$ cat config.mk
export PLATFORM = sky130hd
export DESIGN_NAME = com_fw_to_dut_arb
export DESIGN_NICKNAME = d
export VERILOG_FILES = /design/src/rtl/cms_pix28_package.sv /design/src/rtl/com_in_sync.sv /design/src/rtl/com_fw_to_dut_arb.sv
export SDC_FILE = /design/constraint.sdc
export NUM_CORES = 1
export LEC_CHECK = 0
export CAP_MARGIN = 30
export CORE_MARGIN = 10
export CORE_UTILIZATION = 38
export CTS_CLUSTER_SIZE = 12
export DETAILED_ROUTE_END_ITERATION = 10
export GPL_TIMING_DRIVEN = 0
export HOLD_SLACK_MARGIN = 0.06
export PLACE_DENSITY_LB_ADDON = 0.1
export SYNTH_ARGS = -nofsm -noshare
export SYNTH_HDL_FRONTEND = slang
export SYNTH_SLANG_ARGS = --single-unit
export TNS_END_PERCENT = 5
$ cat constraint.sdc
create_clock -name iob_clk -period 2.7 [get_ports iob_clk]
set_clock_uncertainty 0.2 [all_clocks]
set_input_delay 0.54 -clock iob_clk [delete_from_list [all_inputs] [get_ports iob_clk]]
set_output_delay 0.54 -clock iob_clk [all_outputs]
set_load 0.01 [all_outputs]
$ cat src/rtl/cms_pix28_package.sv
// Shared pix28 definitions: firmware channel IDs, DUT pin map constants and
// the firmware-to-DUT arbiter state type.
package cms_pix28_package;

  typedef enum logic [1:0] {
    FW_ARB_IDLE,
    FW_ARB_GUARD,
    FW_ARB_ACTIVE
  } fw_arb_state_t;

  localparam int unsigned FW_NUM     = 4;
  localparam int unsigned FW_ID_W    = $clog2(FW_NUM + 1);
  localparam int unsigned FW_ID_NONE = 0;

  // Encoded owner IDs; 0 is reserved for "no owner"
  localparam logic [FW_ID_W-1:0] firmware_id_sc_cfg  = FW_ID_W'(1);
  localparam logic [FW_ID_W-1:0] firmware_id_sc_scan = FW_ID_W'(2);
  localparam logic [FW_ID_W-1:0] firmware_id_readout = FW_ID_W'(3);
  localparam logic [FW_ID_W-1:0] firmware_id_test    = FW_ID_W'(4);

  localparam int unsigned PIX28_NUM_OUT = 10;
  localparam int unsigned PIX28_NUM_IN  = 7;

  // reset_not and config_load idle high
  localparam logic [PIX28_NUM_OUT-1:0] PIX28_SAFE_DEFAULT = 10'b0000010100;
  localparam logic [PIX28_NUM_OUT-1:0] PIX28_FIXED_MASK   = 10'b0001100010;

  // Pin p owner lives at [p*FW_ID_W +: FW_ID_W]; only FIXED_MASK pins are used
  localparam logic [PIX28_NUM_OUT*FW_ID_W-1:0] PIX28_FIXED_OWNER = {
    FW_ID_W'(0), FW_ID_W'(0), FW_ID_W'(0),
    firmware_id_test,
    firmware_id_sc_scan,
    FW_ID_W'(0), FW_ID_W'(0), FW_ID_W'(0),
    firmware_id_sc_cfg,
    FW_ID_W'(0)
  };

endpackage

$ cat src/rtl/com_in_sync.sv
// WIDTH x STAGES input synchroniser; the first stage is packed into the IOB.
module com_in_sync #(
  parameter int unsigned WIDTH  = 1,
  parameter int unsigned STAGES = 2
) (
  input  logic             i_clk,
  input  logic             i_rst_n,
  input  logic [WIDTH-1:0] i_d,
  output logic [WIDTH-1:0] o_q
);

  (* IOB = "TRUE" *) logic [WIDTH-1:0] r_iob;

  always_ff @(posedge i_clk or negedge i_rst_n) begin
    if (!i_rst_n) r_iob <= '0;
    else          r_iob <= i_d;
  end

  if (STAGES > 1) begin : g_chain
    logic [WIDTH-1:0] r_tail [STAGES-1];

    always_ff @(posedge i_clk or negedge i_rst_n) begin
      if (!i_rst_n) begin
        for (int unsigned i = 0; i < STAGES - 1; i++) r_tail[i] <= '0;
      end else begin
        r_tail[0] <= r_iob;
        for (int unsigned i = 1; i < STAGES - 1; i++) r_tail[i] <= r_tail[i-1];
      end
    end

    assign o_q = r_tail[STAGES-2];
  end else begin : g_single
    assign o_q = r_iob;
  end

endmodule

$ cat src/rtl/com_fw_to_dut_arb.sv
// Routes one of NUM_FW firmware channels to the DUT pins, with a guard period
// of safe pin values on every ownership change.
module com_fw_to_dut_arb
  import cms_pix28_package::*;
#(
  parameter int unsigned          NUM_FW         = 4,
  parameter int unsigned          NUM_OUT        = 10,
  parameter int unsigned          NUM_IN         = 7,
  parameter logic [NUM_OUT-1:0]   SAFE_DEFAULT   = PIX28_SAFE_DEFAULT,
  parameter int unsigned          GUARD_CYCLES   = 16,
  parameter int unsigned          IN_SYNC_STAGES = 2,
  parameter logic [NUM_OUT-1:0]   FIXED_MASK     = PIX28_FIXED_MASK,
  localparam int unsigned         ID_W           = $clog2(NUM_FW + 1),
  parameter logic [NUM_OUT*ID_W-1:0] FIXED_OWNER = PIX28_FIXED_OWNER
) (
  input  logic                      iob_clk,
  input  logic                      reset_n,
  input  logic [ID_W-1:0]           fw_dev_id_enable,
  input  logic [NUM_FW*NUM_OUT-1:0] fw_out,
  output logic [NUM_FW*NUM_IN-1:0]  fw_in,
  output logic [NUM_OUT-1:0]        dut_out,
  input  logic [NUM_IN-1:0]         dut_in,
  output logic [ID_W-1:0]           active_id,
  output logic                      switch_busy,
  output logic [7:0]                switch_count
);

  localparam logic [ID_W-1:0] ID_NONE    = ID_W'(FW_ID_NONE);
  localparam logic [ID_W-1:0] MAX_ID     = ID_W'(NUM_FW);
  localparam logic [7:0]      GUARD_LOAD = 8'(GUARD_CYCLES - 1);

  fw_arb_state_t r_state, w_state_nxt;
  logic [ID_W-1:0] r_req_q, w_req;
  logic [ID_W-1:0] r_target_id, w_target_nxt;
  logic [ID_W-1:0] r_active_id, w_active_nxt;
  logic [7:0]      r_guard_cnt, w_cnt_nxt;
  logic [7:0]      r_switch_count, w_count_nxt;

  (* IOB = "TRUE" *) logic [NUM_OUT-1:0] r_dut_out;
  logic [NUM_OUT-1:0]        w_act_vec;
  logic [NUM_OUT-1:0]        w_dut_nxt;
  logic [NUM_FW*NUM_IN-1:0]  r_fw_in;
  logic [NUM_IN-1:0]         w_sync;

  assign w_req = (fw_dev_id_enable <= MAX_ID) ? fw_dev_id_enable : ID_NONE;

  always_ff @(posedge iob_clk or negedge reset_n) begin
    if (!reset_n) begin
      r_req_q        <= ID_NONE;
      r_state        <= FW_ARB_IDLE;
      r_target_id    <= ID_NONE;
      r_active_id    <= ID_NONE;
      r_guard_cnt    <= '0;
      r_switch_count <= '0;
    end else begin
      r_req_q        <= w_req;
      r_state        <= w_state_nxt;
      r_target_id    <= w_target_nxt;
      r_active_id    <= w_active_nxt;
      r_guard_cnt    <= w_cnt_nxt;
      r_switch_count <= w_count_nxt;
    end
  end

  always_comb begin
    w_state_nxt  = r_state;
    w_target_nxt = r_target_id;
    w_active_nxt = r_active_id;
    w_cnt_nxt    = r_guard_cnt;
    w_count_nxt  = r_switch_count;
    unique case (r_state)
      FW_ARB_IDLE: begin
        if (r_req_q != ID_NONE) begin
          w_state_nxt  = FW_ARB_GUARD;
          w_target_nxt = r_req_q;
          w_cnt_nxt    = GUARD_LOAD;
        end
      end
      FW_ARB_GUARD: begin
        // A changed request restarts the full guard window
        if (r_req_q != r_target_id) begin
          w_target_nxt = r_req_q;
          w_cnt_nxt    = GUARD_LOAD;
        end else if (r_guard_cnt == 8'd0) begin
          if (r_target_id != ID_NONE) begin
            w_state_nxt  = FW_ARB_ACTIVE;
            w_active_nxt = r_target_id;
            if (r_switch_count != 8'hFF) w_count_nxt = r_switch_count + 8'd1;
          end else begin
            w_state_nxt = FW_ARB_IDLE;
          end
        end else begin
          w_cnt_nxt = r_guard_cnt - 8'd1;
        end
      end
      FW_ARB_ACTIVE: begin
        if (r_req_q != r_active_id) begin
          w_state_nxt  = FW_ARB_GUARD;
          w_target_nxt = r_req_q;
          w_cnt_nxt    = GUARD_LOAD;
          w_active_nxt = ID_NONE;
        end
      end
      default: begin
        w_state_nxt = FW_ARB_IDLE;
      end
    endcase
  end

  always_comb begin
    w_act_vec = SAFE_DEFAULT;
    for (int unsigned k = 0; k < NUM_FW; k++) begin
      if (r_state == FW_ARB_ACTIVE && r_active_id == ID_W'(k + 1))
        w_act_vec = fw_out[k*NUM_OUT +: NUM_OUT];
    end
    // Fixed pins ignore the arbiter; an unmapped fixed pin drives 0
    w_dut_nxt = w_act_vec & ~FIXED_MASK;
    for (int unsigned p = 0; p < NUM_OUT; p++) begin
      if (FIXED_MASK[p]) begin
        for (int unsigned k = 0; k < NUM_FW; k++) begin
          if (FIXED_OWNER[p*ID_W +: ID_W] == ID_W'(k + 1))
            w_dut_nxt[p] = fw_out[k*NUM_OUT + p];
        end
      end
    end
  end

  always_ff @(posedge iob_clk or negedge reset_n) begin
    if (!reset_n) r_dut_out <= SAFE_DEFAULT & ~FIXED_MASK;
    else          r_dut_out <= w_dut_nxt;
  end

  com_in_sync #(
    .WIDTH  (NUM_IN),
    .STAGES (IN_SYNC_STAGES)
  ) u_in_sync (
    .i_clk   (iob_clk),
    .i_rst_n (reset_n),
    .i_d     (dut_in),
    .o_q     (w_sync)
  );

  always_ff @(posedge iob_clk or negedge reset_n) begin
    if (!reset_n) begin
      r_fw_in <= '0;
    end else begin
      for (int unsigned k = 0; k < NUM_FW; k++)
        r_fw_in[k*NUM_IN +: NUM_IN] <=
          (r_state == FW_ARB_ACTIVE && r_active_id == ID_W'(k + 1)) ? w_sync : '0;
    end
  end

  assign dut_out      = r_dut_out;
  assign fw_in        = r_fw_in;
  assign active_id    = r_active_id;
  assign switch_busy  = (r_state == FW_ARB_GUARD);
  assign switch_count = r_switch_count;

endmodule
==> results of run 1 <==
## what timing repair did
action                                 in CTS  in global routing
hold buffers                                1                  0
setup endpoints to repair                   0                  0
endpoints found under the hold margin      14                  0
## how the worst max path moves through the flow
stage | startpoint | endpoint | cells past startpoint
6_report | r_state[1]$_DFFE_PN0P_ | switch_busy | 3
5_1_grt | r_state[1]$_DFFE_PN0P_ | switch_busy | 3
3_3_place_gp | reset_n | u_in_sync.r_iob[4]$_DFF_PN0_ | 1
4_1_cts | r_state[1]$_DFFE_PN0P_ | switch_busy | 3
2_1_floorplan | r_guard_cnt[0]$_DFFE_PN0P_ | switch_count[1]$_DFFE_PN0P_ | 6
3_5_place_dp | active_id[1]$_DFFE_PN0P_ | dut_out[3]$_DFF_PN0_ | 6
## registers in the layout (all words and copies together), names as in the netlist
| name | flops |
|---|---|
| switch_count | 8 |
| u_in_sync.r_iob | 7 |
| fw_in | 28 |
| active_id | 3 |
| r_target_id | 3 |
| u_in_sync.o_q | 7 |
| r_state | 2 |
| r_guard_cnt | 8 |
| dut_out | 10 |
| r_req_q | 3 |
## power breakdown
part | switching [W] | internal (W)
Clock | 0.000459 | 0.000370
Combinational | 0.000140 | 0.000129
Sequential | 0.0000380 | 0.00122
Total | 0.000636 | 0.00172
## metrics by stage
step | utilization | cells | setup TNS, ps | cell area (µm²)
global placement | 0.516 | 456 | -149100 | 4200
finish | 0.543 | 474 | 0 | 4420
detailed placement | 0.519 | 457 | 0 | 4220
CTS | 0.543 | 474 | 0 | 4420
floorplan | - | 259 | 0 | 3140
global route | 0.543 | 474 | 0 | 4420
## worst max-delay path: stages (launching register included)
cell and delay [ps]:
dfrtp_1 480, nand2b_1 280, inv_2 130, clkdlybuf4s50_1 540
## synthesized netlist by cell type, types with 2 or more instances
library cell / number / area share
nor4_1: 3 / 0.0060
nor2_1: 22 / 0.026
nand2_1: 10 / 0.012
dfstp_2: 2 / 0.017
nor3b_1: 2 / 0.0048
a31oi_1: 2 / 0.0040
mux2_2: 4 / 0.014
inv_1: 8 / 0.0096
o22ai_1: 3 / 0.0060
ha_1: 3 / 0.012
nor3_1: 7 / 0.011
o21ai_0: 4 / 0.0064
nor3_2: 2 / 0.0064
and2_1: 29 / 0.058
and3_1: 5 / 0.0099
mux2i_1: 5 / 0.016
clkbuf_1: 4 / 0.0048
a21oi_1: 15 / 0.024
a211oi_1: 2 / 0.0048
nor2b_1: 5 / 0.0099
nand3_1: 6 / 0.0096
a22o_1: 4 / 0.011
dfrtp_1: 77 / 0.61
xor2_1: 12 / 0.033
a21o_1: 2 / 0.0048
## layer usage
metal | share of wire | routed length [µm]
met1 | 0.47 | 3550
met2 | 0.43 | 3240
met3 | 0.081 | 610
met4 | 0.014 | 102
met5 | 0 | 0
## logic make-up after synthesis
family	after synthesis	synth area share
compound gates	41	0.0931
xor+xnor	13	0.0362
fa+ha+maj	3	0.0119
buf+inv	15	0.0183
flops	79	0.630
mux	9	0.0302
simple gates	99	0.181
## final cells by class
type / instances / share of cell area
plain buffers: 6 / 0.00538
multi-input cells: 165 / 0.250
inverters: 9 / 0.00764
well taps: 105 / 0.0297
clock buffers: 10 / 0.0311
flip-flops and latches: 79 / 0.448
clock inverters: 6 / 0.0116
repair buffers: 94 / 0.216
==> flow_summary.toml, run 1 <==
[yosys]
synthesis.area_um2 = 3140
synth_edf_count = 0
ys_seq_area_frac = 0.630
ys_ff_latch = 79
ys_warn_count = 0
synthFlopType = "dfrtp_1"
synth.distinct_cells = 46
synth_nets = 314
synth.avg_cell_area_um2 = 12.1
syn_inst = 259
async_reset_ff_frac = 1.00

[placed_design]
hpwl_mm = 5.53
io_buffers = 92
gp_congestion = 0.799
post-place-ws_ps = 362

[layout]
area_delta_synth_final_pct = 40.6
regArea_um2 = 1980
nets = 419
fill_cells = 714
layout_commonest_cell = "clkdlybuf4s50_1"
multiInputGateArea_um2 = 1110
drive_gt1_frac = 0.0949
diodes = 0
final_cell_mix = "clkdlybuf4s50_1 (91), dfrtp_1 (77), and2_1 (29), nor2_1 (22), a21oi_1 (15)"

[pwr]
p_leak_nw = 1.99
p_per_area_nw_per_um2 = 533
ir_drop_mv = 0.281
totalPowerFinal_w = 0.00236

[grt]
grtUsageTotal = 0.126
overflow = 0
grt_pass1_wl_mm = 12.6
grt_pass1_vias = 2351
grt_max_degree = 64
antenna_found_initial = 0
use_met3 = 0.0530
grt_use_met2 = 0.182
use_met1 = 0.165
busiest_layer = "met2"

[die]
ios = 102
num_rows = 33
core_area_um2 = 8130
start_util = 0.387
dieArea_um2 = 12300
die_h_um = 111
dieWidth_um = 111

[setup_path]
worstSetupPathType = "flip-flop to primary output"
rr_worst_depth = 6
crit_path_end_kind = "primary output"
reg2reg_to = "dut_out[3]$_DFF_PN0_"
path_max_fanout = 8
worst-r2r-setup-slack_ps = 400
critPathLaunchType = "flip-flop"
cp.required_ps = 1960
cp.arrival_ps = 1780
r2r_start = "active_id[1]$_DFFE_PN0P_"

[cts]
clkSinkCount = 79
cts_tree = "yes"
clk_latency_ps = 350
cts-root-buf = "clkbuf_8"
cts_resized = 0
post-cts-setup-buffers = 0
cts.path.max_buffers = 2
numCtsBuffers = 9
h-tree-depth = 3
clk_pin_slew_ps = 90

[timing]
tightest_slew_ps = 649
max_clock_freq_mhz = 397
period_share = 0.932
drv_slew = 0
setup_viol = 0
rsz0062_at_grt = "no"
max-slew-margin-rel = 0.563
holdWs_ps = 153
hold_viol = 0
fin_crit_ps = 2520
fin_ws_ps = 184

[route]
wl_per_cell_um = 15.8
wl_mm = 7.50
dr.pass1.iters = 4
detail-route-antenna-nets = 0
viasPerCell = 4.84
vias = 2295
drc = 0
drt_iter0_drc = 88

[min_path]
whs_path_depth = 0
hold_end = "u_in_sync.o_q[1]$_DFF_PN0_"
min-delay-start = "u_in_sync.r_iob[1]$_DFF_PN0_"
hold_class = "flip-flop to flip-flop"

[status]
status = "complete, no violations"

[flow_run]
cap_violations = 0
No activity file was read; power rests on OpenSTA's default activity.
==> inputs of run 2 (changes only) <==
- GPL_ROUTABILITY_DRIVEN: unset -> 0
==> results of run 2 <==
The final DEF is identical to that of run 1; final timing and power are the same.
